[src/rtl/game_timer_bcd_pkg.sv]
// Shared constants for the MM:SS BCD maze-run timer: FSM encoding, per-digit
// BCD limits and the "one second before saturation" detector.
package game_timer_bcd_pkg;

  localparam logic [1:0] ST_IDLE    = 2'd0;
  localparam logic [1:0] ST_RUNNING = 2'd1;
  localparam logic [1:0] ST_PAUSED  = 2'd2;
  localparam logic [1:0] ST_DONE    = 2'd3;

  localparam logic [3:0] SEC_ONES_MAX = 4'd9;
  localparam logic [3:0] SEC_TENS_MAX = 4'd5;
  localparam logic [3:0] MIN_MAX      = 4'd9;

  // True at 99:58, where the next increment lands on the final displayable time.
  function automatic logic at_pre_sat(input logic [3:0] m_tens, input logic [3:0] m_ones,
                                      input logic [3:0] s_tens, input logic [3:0] s_ones);
    return (m_tens == MIN_MAX) && (m_ones == MIN_MAX) &&
           (s_tens == SEC_TENS_MAX) && (s_ones == SEC_ONES_MAX - 4'd1);
  endfunction

endpackage

[src/rtl/bcd_digit.sv]
// One BCD counter digit: wraps MAX->0 on inc and reports a carry into the
// next more significant digit in the same cycle.
module bcd_digit
  import game_timer_bcd_pkg::*;
#(
  parameter logic [3:0] MAX = SEC_ONES_MAX
) (
  input  logic       clk,
  input  logic       rst,
  input  logic       clr,
  input  logic       inc,
  output logic [3:0] value,
  output logic       carry
);

  logic [3:0] value_q, value_d;

  // ">=" keeps the digit inside BCD range even from a corrupted value.
  always_comb begin
    value_d = value_q;
    if (clr) begin
      value_d = 4'd0;
    end else if (inc) begin
      value_d = (value_q >= MAX) ? 4'd0 : value_q + 4'd1;
    end
  end

  always_ff @(posedge clk or posedge rst) begin
    if (rst) begin
      value_q <= 4'd0;
    end else begin
      value_q <= value_d;
    end
  end

  assign value = value_q;
  assign carry = inc && (value_q == MAX);

endmodule

[src/rtl/game_timer_bcd.sv]
// Maze-run stopwatch: FSM, one-second prescaler and a BCD MM:SS chain that
// freezes on finish and saturates at 99:59 by entering DONE.
module game_timer_bcd
  import game_timer_bcd_pkg::*;
#(
  parameter int CLK_HZ = 100_000_000
) (
  input  logic       clk,
  input  logic       rst,
  input  logic       start,
  input  logic       pause,
  input  logic       finish,
  input  logic       clear,
  output logic [3:0] digit0,
  output logic [3:0] digit1,
  output logic [3:0] digit2,
  output logic [3:0] digit3,
  output logic       running,
  output logic       done,
  output logic       sec_tick
);

  localparam int PW = (CLK_HZ > 1) ? $clog2(CLK_HZ) : 1;
  localparam logic [PW-1:0] PRESC_MAX = PW'(CLK_HZ - 1);

  // Chain order, least significant first: sec ones, sec tens, min ones, min tens.
  localparam logic [3:0] DIGIT_MAX [4] = '{SEC_ONES_MAX, SEC_TENS_MAX, MIN_MAX, MIN_MAX};

  logic [1:0]    state_q, state_d;
  logic [PW-1:0] presc_q, presc_d;
  logic          sec_tick_q;

  logic          presc_at_max;
  logic          tick_en;
  logic          pre_sat;
  logic [3:0]    chain_val [4];
  logic [4:0]    chain_inc;

  assign presc_at_max = (presc_q == PRESC_MAX);

  // Any higher-priority control pulse on the wrap edge swallows the increment.
  assign tick_en = (state_q == ST_RUNNING) && presc_at_max && !clear && !finish && !pause;

  assign chain_inc[0] = tick_en;

  for (genvar gi = 0; gi < 4; gi++) begin : g_chain
    bcd_digit #(
      .MAX(DIGIT_MAX[gi])
    ) u_digit (
      .clk  (clk),
      .rst  (rst),
      .clr  (clear),
      .inc  (chain_inc[gi]),
      .value(chain_val[gi]),
      .carry(chain_inc[gi+1])
    );
  end

  assign pre_sat = at_pre_sat(chain_val[3], chain_val[2], chain_val[1], chain_val[0]);

  always_comb begin
    state_d = state_q;
    presc_d = presc_q;
    if (clear) begin
      state_d = ST_IDLE;
      presc_d = '0;
    end else begin
      case (state_q)
        ST_IDLE: begin
          presc_d = '0;
          if (start) state_d = ST_RUNNING;
        end
        ST_RUNNING: begin
          if (finish) begin
            state_d = ST_DONE;
          end else begin
            // A pause landing on the wrap edge parks the prescaler at its max,
            // so the pending second completes on the first cycle after resume.
            if (!presc_at_max) begin
              presc_d = presc_q + PW'(1);
            end else if (!pause) begin
              presc_d = '0;
            end
            if (pause) begin
              state_d = ST_PAUSED;
            end else if (tick_en && (pre_sat || chain_inc[4])) begin
              state_d = ST_DONE;
            end
          end
        end
        ST_PAUSED: begin
          if (finish) begin
            state_d = ST_DONE;
          end else if (pause || start) begin
            state_d = ST_RUNNING;
          end
        end
        default: begin
          state_d = state_q;
        end
      endcase
    end
  end

  always_ff @(posedge clk or posedge rst) begin
    if (rst) begin
      state_q    <= ST_IDLE;
      presc_q    <= '0;
      sec_tick_q <= 1'b0;
    end else begin
      state_q    <= state_d;
      presc_q    <= presc_d;
      sec_tick_q <= tick_en;
    end
  end

  assign digit0   = chain_val[0];
  assign digit3   = chain_val[1];
  assign digit2   = chain_val[2];
  assign digit1   = chain_val[3];
  assign running  = (state_q == ST_RUNNING);
  assign done     = (state_q == ST_DONE);
  assign sec_tick = sec_tick_q;

endmodule

[config.mk]
export PLATFORM = sky130hd
export DESIGN_NAME = game_timer_bcd
export DESIGN_NICKNAME = d
export VERILOG_FILES = /design/src/rtl/game_timer_bcd_pkg.sv /design/src/rtl/bcd_digit.sv /design/src/rtl/game_timer_bcd.sv
export SDC_FILE = /design/constraint.sdc
export NUM_CORES = 1
export LEC_CHECK = 0
export BUFFER_PORTS_ARGS = -buffer_cell sky130_fd_sc_hd__buf_4
export CAP_MARGIN = 10
export CORE_MARGIN = 4
export CORE_UTILIZATION = 55
export CTS_BUF_LIST = sky130_fd_sc_hd__clkbuf_2
export DETAILED_ROUTE_END_ITERATION = 8
export GPL_ROUTABILITY_DRIVEN = 0
export HOLD_SLACK_MARGIN = 0.12
export PLACE_DENSITY = 0.73
export RECOVER_POWER = 25
export SLEW_MARGIN = 20
export SYNTH_ARGS = -nofsm -noshare
export SYNTH_HDL_FRONTEND = slang
export SYNTH_HIERARCHICAL = 1
export SYNTH_SLANG_ARGS = --single-unit
[constraint.sdc]
create_clock -name clk -period 5.2 [get_ports clk]
set_clock_uncertainty 0.1 [all_clocks]
set_input_delay 1.04 -clock clk [delete_from_list [all_inputs] [get_ports clk]]
set_output_delay 1.04 -clock clk [all_outputs]
set_load 0.02 [all_outputs]
# Yosys cells after proc, flatten, opt, wreduce, memory -nomap -nowiden
# Cells that the tools add are included.
[word_totals] register_bits=46
[op_classes] n_reduce_logical=26 n_addsub=5 eq_ne=14 mux=25 order_cmp=4
[ops] operator="$mux 27" count=4
[ops] operator="$pmux 27 s2" count=1
[ops] operator="$mux 4" count=12
[ops] operator="$add 27x1->27 const B" count=1
[ops] operator="$eq 27x27->1 const B" count=1
[ops] operator="$add 4x1->4 const B" count=4
[ops] operator="$eq 4x4->1 const B" count=4
[ops] operator="$mux 2" count=7
[ops] operator="$ge 4x4->1 const B" count=3
[ops] operator="$logic_and 1x1->1" count=12
[ops] operator="$ne 4x4->1 const B" count=2
[ops] operator="$reduce_bool 2->1" count=4
[ops] operator="$ne 3x3->1 const B" count=2
[ops] operator="$pmux 2 s3" count=1
[ops] operator="$ne 5x4->1 const B" count=1
[ops] operator="$eq 2x2->1 const B" count=2
[ops] operator="$eq 4x3->1 const B" count=1
[ops] operator="$ge 4x3->1 const B" count=1
[ops] operator="$reduce_and 4->1" count=1
[ops] operator="$reduce_bool 4->1" count=1
[ops] operator="$logic_not 1->1" count=3
[ops] operator="$reduce_and 3->1" count=1
[ops] operator="$reduce_bool 3->1" count=1
[ops] operator="$eq 2x1->1 const B" count=1
[ops] operator="other kinds (2)" count=3

# Depth between registers and ports, before layout
# Gate-level depths: netlist of run 1.
[depth] depth_word=16 mapped_depth=21

# Hierarchy
# Netlist of run 1, hierarchy kept.
[modules_own_cells] module="game_timer_bcd" cells_each=218 instances=1 area_each_um2=1981.9
[modules_own_cells] module="bcd_digit (g_chain[0].u_digit ...)" cells_each=29 instances=3 area_each_um2=281.5
[modules_own_cells] module="bcd_digit (g_chain[1].u_digit)" cells_each=27 instances=1 area_each_um2=282.8

# Worst setup path before layout of run 1
# Ideal clock, no wire load.
[synth_timing] kind="input-to-reg" startpoint="input port clear" endpoint="register state_q[0]" t_required_ns=4.975 cell_stages=19 setup_slack_ns=0.930 setup_ns=0.125 n_path_buf=3 t_arrival_ns=4.045 cell_sequence="nor2b_1 nor2b_1 nand2_1 nor3_1 buf_2 nand2_1 nor3b_1 and3b_1 and2_1 buf_2 nand2_1 nor3b_1 buf_2 nand2_1 nor3b_1 a41oi_1 nor4_1 o21ai_0 mux2_2"
[synth_via] elab_chain_len=12
[synth_lines] element="start, declared" line="game_timer_bcd.sv:13" text="input logic clear,"
[synth_lines] element="$logic_not 1->1" line="game_timer_bcd.sv:42" text="assign tick_en = (state_q == ST_RUNNING) && presc_at_max && !clear && !finish && !pause;"
[synth_lines] element="$logic_and 1x1->1 (3 in a row)" line="game_timer_bcd.sv:42"
[synth_lines] element="named net chain_inc[0]" line="game_timer_bcd.sv:37" text="logic [4:0] chain_inc;"
[synth_lines] element="$logic_and 1x1->1" line="bcd_digit.sv:37" text="assign carry = inc && (value_q == MAX);"
[synth_lines] element="named net chain_inc[1]" line="game_timer_bcd.sv:37"
[synth_lines] element="$logic_and 1x1->1" line="bcd_digit.sv:37"
[synth_lines] element="named net chain_inc[2]" line="game_timer_bcd.sv:37"
[synth_lines] element="$logic_and 1x1->1" line="bcd_digit.sv:37"
[synth_lines] element="named net chain_inc[3]" line="game_timer_bcd.sv:37"
[synth_lines] element="$logic_and 1x1->1" line="bcd_digit.sv:37"
[synth_lines] element="named net chain_inc[4]" line="game_timer_bcd.sv:37"
[synth_lines] element="$logic_or 1x1->1" line="game_timer_bcd.sv:86" text="end else if (tick_en && (pre_sat || chain_inc[4])) begin"
[synth_lines] element="$logic_and 1x1->1" line="game_timer_bcd.sv:86"
[synth_lines] element="$ne 5x4->1 (no line)"
[synth_lines] element="$reduce_and 4->1 (no line)"
[synth_lines] element="end signal, assigned" line="game_timer_bcd.sv:111" text="state_q <= state_d;"
[synth_lines] element="end, declared" line="game_timer_bcd.sv:29" text="logic [1:0] state_q, state_d;"
# The timed path passes the listed nets, and every way through them passes these cells.
# A chain may end at the register's enable or synchronous reset.

# Worst setup path after layout of run 1
[layout_timing] startpoint="register presc_q[0]" endpoint="register state_q[0]"
[layout_via] elab_chain_len=13
[layout_lines] element="start, declared" line="game_timer_bcd.sv:30" text="logic [PW-1:0] presc_q, presc_d;"
[layout_lines] element="start signal, assigned" line="game_timer_bcd.sv:112" text="presc_q <= presc_d;"
[layout_lines] element="$eq 27x27->1" line="game_timer_bcd.sv:39" text="assign presc_at_max = (presc_q == PRESC_MAX);"
[layout_lines] element="$logic_and 1x1->1 (4 in a row)" line="game_timer_bcd.sv:42"
[layout_lines] element="named net chain_inc[0]" line="game_timer_bcd.sv:37"
[layout_lines] element="$logic_and 1x1->1" line="bcd_digit.sv:37"
[layout_lines] element="named net chain_inc[1]" line="game_timer_bcd.sv:37"
[layout_lines] element="$logic_and 1x1->1" line="bcd_digit.sv:37"
[layout_lines] element="named net chain_inc[2]" line="game_timer_bcd.sv:37"
[layout_lines] element="$logic_and 1x1->1" line="bcd_digit.sv:37"
[layout_lines] element="named net chain_inc[3]" line="game_timer_bcd.sv:37"
[layout_lines] element="$logic_and 1x1->1" line="bcd_digit.sv:37"
[layout_lines] element="named net chain_inc[4]" line="game_timer_bcd.sv:37"
[layout_lines] element="$logic_or 1x1->1" line="game_timer_bcd.sv:86"
[layout_lines] element="$logic_and 1x1->1" line="game_timer_bcd.sv:86"
[layout_lines] element="$ne 5x4->1 (no line)"
[layout_lines] element="$reduce_and 4->1 (no line)"
# The timed path passes the listed nets, and every way through them passes these cells.

==> flow_summary.json, run 1 <==
{
  "finalMaxSlewViolations": 31,
  "avgSynthCellArea_sq_um": 9.37,
  "viasPerCell": 6.33,
  "syn_nets": 355,
  "fp-row-count": 27,
  "antenna_found_initial": 0,
  "syn_to_final_growth_pct": 8.33,
  "start_util": 0.565,
  "grt_pass1_wl_mm": 12.2,
  "coreArea_sq_um": 5510,
  "dr.first_iter.drc_count": 191,
  "fmax_ghz": 0.213,
  "synth-xor-area-share": 0,
  "root_buffer": "clkbuf_2",
  "synth_compound_area_frac": 0.204,
  "period_needed_ps": 4690,
  "n_antenna_cell": 0,
  "clock_latency_ps": 420,
  "finalCritPeriodShare": 0.902,
  "cp.arrival_ps": 4940,
  "power_leakage_nw": 1.50,
  "clk_pin_slew_ps": 250,
  "setup_viol": 0,
  "r2r-start": "presc_q[0]$_DFFE_PP0P_",
  "setup_tns_ps": 0,
  "dieWidth_um": 83.2,
  "final_nets": 376,
  "reg2regPathDepth": 17,
  "wl_per_cell_um": 16.9,
  "worst_pin_slew_ps": 1700,
  "finalHoldViolations": 0,
  "post_cts_buffers": 0,
  "cp_max_fo": 9,
  "synthSimpleGateAreaFrac": 0.290,
  "postCtsHoldBufs": 0,
  "synth_top_family_by_area": "simple AND/OR/NAND/NOR gates",
  "grt_setup_unrepaired": "no",
  "synth_fa_ha_area_frac": 0.0684,
  "fin_util": 0.612,
  "dieArea_sq_um": 6920,
  "synthArstFlopShare": 1.00,
  "overflow": 0,
  "netlist_instances": 332,
  "status": "complete, but fails checks",
  "dr.pass1.iters": 5,
  "holdCritPathClass": "input pin to async pin",
  "vias": 2696,
  "worstPathRequired_ps": 5460,
  "relSlewSlack": -0.131,
  "drive_gt1_frac": 0.158,
  "clkSinkCount": 46,
  "finalWirelength_mm": 7.18,
  "netlist_area_sq_um": 3110,
  "numCtsBuffers": 5,
  "cts_tree": "done",
  "ant_nets": 0,
  "violations": "capacitance limit, slew limit",
  "ctsResizeCount": 0,
  "cts_htree_levels": 2,
  "endpoint_kind": "register",
  "die_y_um": 83.2,
  "synth_edf_count": 0,
  "clock_path_buffers": 2,
  "dp_hpwl_mm": 5.15,
  "numPortBuffers": 24,
  "ys_seq_area_frac": 0.370,
  "irDropWorstVdd_v": 0.000129,
  "reg2reg_setup_slack_ps": 510,
  "cap_violations": 1,
  "layout_commonest_cell": "dfrtp_1",
  "ioPinCount": 25,
  "worstSetupPathType": "register to register",
  "synthDistinctLibCells": 60,
  "track_usage": 0.212,
  "ys_warn_count": 6,
  "worstReg2RegEnd": "state_q[0]$_DFFE_PP0P_",
  "mostFrequentLayoutCells": "46 x dfrtp_1, 26 x buf_4, 24 x inv_1, 23 x nand2_1, 17 x ha_1",
  "synth_mux_area_frac": 0.0137,
  "start_kind": "register",
  "grt_max_degree": 31,
  "route.detailed.drc": 0,
  "synth_seq_cells": 46,
  "grt_pass1_vias": 2494,
  "powerDensity_nw_per_um2": 217,
  "synth_ff_type": "dfrtp_1"
}
==> synthesized netlist by cell type, types with 5 or more instances <==
library cell | count | area (sq um)
nand3_1 | 16 | 80.1
nand2_1 | 23 | 86.3
ha_1 | 17 | 213
a21oi_1 | 6 | 30.0
nor4_1 | 8 | 50.1
nand4_1 | 8 | 50.1
nor3_1 | 15 | 75.1
a41oi_1 | 5 | 43.8
nor2_1 | 13 | 48.8
o21ai_0 | 8 | 40.0
a211o_1 | 11 | 96.3
nand2b_1 | 7 | 43.8
clkbuf_1 | 8 | 30.0
and3_1 | 9 | 56.3
inv_1 | 24 | 90.1
dfrtp_1 | 46 | 1150
or4_1 | 6 | 45.0
nor2b_1 | 7 | 43.8
==> cells by family (layout without fill, tap and decap cells) <==
logic type | count (synthesis) | count (layout)
AO/OA/AOI/OAI | 77 | 77
adder cells (fa/ha/maj) | 17 | 17
flip-flops | 46 | 46
buffers and inverters | 39 | 61
multiplexers | 4 | 4
AND/OR/NAND/NOR | 149 | 149
==> registers in the layout (all words and copies together) (netlist names) <==
register,cells
presc_q,27
g_chain.u_digit/value,16
state_q,2
sec_tick,1
==> routing by layer <==
metal  vias to the layer above  track usage  wire length [um]
met5                         -            0                 0
met4                         0       0.0446                80
met2                        61        0.325              3230
li1                       1296            -                 -
met3                         8       0.0367               294
met1                      1331        0.315              3580
==> how the worst max path moves through the flow <==
| stage | from | depth (start not counted) | slack, ps | endpoint |
|---|---|---|---|---|
| after floorplan | clear | 19 | 930 | state_q[0]$_DFFE_PP0P_ |
| after global placement | clear | 18 | 600 | state_q[0]$_DFFE_PP0P_ |
| after detailed placement | clear | 18 | 380 | state_q[0]$_DFFE_PP0P_ |
| after CTS | presc_q[0]$_DFFE_PP0P_ | 17 | 490 | state_q[0]$_DFFE_PP0P_ |
| after global routing | presc_q[0]$_DFFE_PP0P_ | 17 | 30 | state_q[0]$_DFFE_PP0P_ |
| final | presc_q[0]$_DFFE_PP0P_ | 17 | 510 | state_q[0]$_DFFE_PP0P_ |
==> worst max-delay path, stage by stage (launching register included) <==
cell,delay [ps]
dfrtp_1,480
ha_1,250
nand4_2,220
or4_4,630
nor3_1,320
nand2_1,120
nor3b_1,370
and3b_1,230
and2_1,300
nand2_1,110
nor3b_1,200
buf_4,180
nand2_1,80
nor3b_1,220
a41oi_1,70
nor4_1,260
o21ai_0,190
mux2_2,300
==> stage by stage <==
step	cells	area, sq um	hold slack, ps	power, mW	setup slack [ps]
floorplan	332	3110	374	0.539	930
global placement	418	3340	400	0.584	599
detailed placement	418	3340	410	0.585	378
CTS	426	3380	376	0.735	493
global route	426	3370	441	0.778	26.7
finish	426	3370	454	0.732	511
==> power breakdown <==
| group | total, mW | internal (mW) | switching [mW] |
|---|---|---|---|
| sequential | 0.379 | 0.368 | 0.0113 |
| combinational | 0.201 | 0.0633 | 0.137 |
| clock | 0.152 | 0.0331 | 0.119 |
| total | 0.732 | 0.464 | 0.268 |
==> area by class of cell <==
class	instances	area (sq um)
sequential	46	1150
inverter	25	93.8
timing repair buffer	28	203
clock buffer	6	30.0
clock inverter	2	8.76
fill	492	2140
multi-input combinational	247	1790
tap	72	90.1
Note: power is estimated with default switching activity, not from simulation.
==> run 2, diff against run 1 <==
--- a/config.mk
+++ b/config.mk
@@ -8,12 +8,12 @@
 export BUFFER_PORTS_ARGS = -buffer_cell sky130_fd_sc_hd__buf_4
 export CAP_MARGIN = 10
 export CORE_MARGIN = 4
-export CORE_UTILIZATION = 55
+export CORE_UTILIZATION = 40
 export CTS_BUF_LIST = sky130_fd_sc_hd__clkbuf_2
 export DETAILED_ROUTE_END_ITERATION = 8
 export GPL_ROUTABILITY_DRIVEN = 0
 export HOLD_SLACK_MARGIN = 0.12
-export PLACE_DENSITY = 0.73
+export PLACE_DENSITY = 0.56
 export RECOVER_POWER = 25
 export SLEW_MARGIN = 20
 export SYNTH_ARGS = -nofsm -noshare
==> constraint.sdc (replaced) <==
create_clock -name clk -period 4.9 [get_ports clk]
set_clock_uncertainty 0.1 [all_clocks]
set_input_delay 0.98 -clock clk [delete_from_list [all_inputs] [get_ports clk]]
set_output_delay 0.98 -clock clk [all_outputs]
set_load 0.02 [all_outputs]
==> run 2 against run 1 <==
The run still ends with capacitance limit, slew limit left. Clock power rose by 44%. Highest routed layer unchanged. Via count fell by 2.4%. Non-clock buffer count rose by 2. Routed wire length rose by 2.9%. Register-to-register slack improved by 20 ps. Core utilization fell by 15 points. Final area rose by 2.3%. First-iteration DRC count fell by 9.4%.
==> flow_summary.json, run 2 (synthesized netlist as in run 1, its figures left out) <==
{
  "status": "complete, but fails checks",
  "violations": "capacitance limit, slew limit",
  "setup_viol": 0,
  "clk_pin_slew_ps": 250,
  "crit_family": "simple AND/OR/NAND/NOR gates",
  "cp.arrival_ps": 4630,
  "route.detailed.drc": 0,
  "mostFrequentLayoutCells": "46 x dfrtp_1, 28 x buf_4, 24 x inv_1, 23 x nand2_1, 17 x ha_1",
  "dieArea_sq_um": 9250,
  "antenna_found_initial": 0,
  "setup_ws_ps": 527,
  "layout_commonest_cell": "dfrtp_1",
  "met1_usage": 0.251,
  "endpoint_kind": "register",
  "cts_tree": "done",
  "grt_setup_unrepaired": "no",
  "relSlewSlack": -0.143,
  "cp_max_fo": 9,
  "n_fill_cell": 752,
  "cts_htree_levels": 2,
  "clock_latency_ps": 440,
  "period_needed_ps": 4370,
  "worstSetupPathType": "register to register",
  "dr.pass1.iters": 5,
  "syn_to_final_growth_pct": 10.8,
  "numCtsBuffers": 5,
  "grt_use_met3": 0.0289,
  "dp_hpwl_mm": 5.31,
  "largest-register": "presc_q",
  "ctsResizeCount": 0,
  "coreArea_sq_um": 7410,
  "irDropWorstVdd_v": 0.000109,
  "postCtsHoldBufs": 0,
  "slowest_stage": "or4_4",
  "top_usage_layer": "met2",
  "ioPinCount": 25,
  "wl_per_cell_um": 16.3,
  "finalHoldViolations": 0,
  "fmax_ghz": 0.229,
  "worst_pin_slew_ps": 1720,
  "cap_violations": 1,
  "ant_nets": 0,
  "grt_max_degree": 31,
  "grt_pass1_vias": 2467,
  "viasPerCell": 5.78,
  "placedCellCount": 447,
  "met2_usage": 0.263,
  "power_leakage_nw": 1.52,
  "stdcell_count": 455,
  "fp-row-count": 31,
  "place_ws_ps": 318,
  "die_y_um": 96.2,
  "start_kind": "register",
  "drive_gt1_frac": 0.169,
  "dr.first_iter.drc_count": 173,
  "start_util": 0.420,
  "worstPathRequired_ps": 5160,
  "vias": 2631,
  "slowest_delay_ps": 620,
  "finalCritPeriodShare": 0.892,
  "powerDensity_nw_per_um2": 244,
  "root_buffer": "clkbuf_2",
  "setup_tns_ps": 0,
  "overflow": 0,
  "largest_reg_flops": 27,
  "numPortBuffers": 24,
  "dieWidth_um": 96.2,
  "finalWirelength_mm": 7.39,
  "holdCritPathClass": "input pin to async pin",
  "clkSinkCount": 46,
  "track_usage": 0.172,
  "n_antenna_cell": 0,
  "finalMaxSlewViolations": 31,
  "crit_buf_inv": 1,
  "clock_path_buffers": 2,
  "grt_pass1_wl_mm": 12.4,
  "final_nets": 378,
  "path_cells": "ha_1, nand4_2, or4_4, nor3_1, nand2_1, nor3b_1, and3b_1, and2_2, nand2_1, nor3b_1, buf_4, nand2_1, nor3b_1, a41oi_1, nor4_1, o21ai_0, mux2_2",
  "post_cts_buffers": 0
}
## run 2: worst paths after layout
kind                                          from                                       to  slack (ps)  depth (start not counted)
min in group clk           presc_q[26]$_DFFE_PP0P_                  presc_q[26]$_DFFE_PP0P_         460                          1
setup / recovery            presc_q[0]$_DFFE_PP0P_                   state_q[0]$_DFFE_PP0P_         530                         17
hold / removal                                 rst  g_chain[2].u_digit/value[1]$_DFFE_PP0P_         350                          2
setup reg to reg            presc_q[0]$_DFFE_PP0P_                   state_q[0]$_DFFE_PP0P_         530                         17
hold reg to reg            presc_q[26]$_DFFE_PP0P_                  presc_q[26]$_DFFE_PP0P_         460                          1
max in group asynchronous                      rst                  presc_q[22]$_DFFE_PP0P_        2590                          3
## run 2: through the flow
stage	utilization	cell area (sq um)	total power, mW	hold WS, ps
3_3_place_gp	0.457	3390	0.631	400
5_1_grt	0.465	3440	0.890	330
2_1_floorplan	-	3110	0.572	374
6_report	0.465	3440	0.842	355
4_1_cts	0.466	3450	0.854	285
3_5_place_dp	0.457	3390	0.631	413
## run 2: where the power goes
group / total [mW] / switching [mW] / internal [mW] / leakage [nW]
clock: 0.219 / 0.128 / 0.0908 / 0.0432
sequential: 0.402 / 0.0112 / 0.390 / 0.640
combinational: 0.221 / 0.149 / 0.0712 / 0.836
total: 0.842 / 0.289 / 0.552 / 1.52
## run 2: routing by layer
metal | wire length [um] | share of wire
met5 | 0 | 0
met4 | 76 | 0.010
met3 | 209 | 0.028
met2 | 3290 | 0.44
met1 | 3820 | 0.52
## run 2: area by class of cell
class / instances / area [sq um] / share of cell area
multi-input combinational: 247 / 1790 / 0.521
sequential: 46 / 1150 / 0.334
timing repair buffer: 30 / 218 / 0.0632
tap: 99 / 124 / 0.0360
inverter: 25 / 93.8 / 0.0272
clock buffer: 7 / 35.0 / 0.0102
clock inverter: 1 / 30.0 / 0.00872
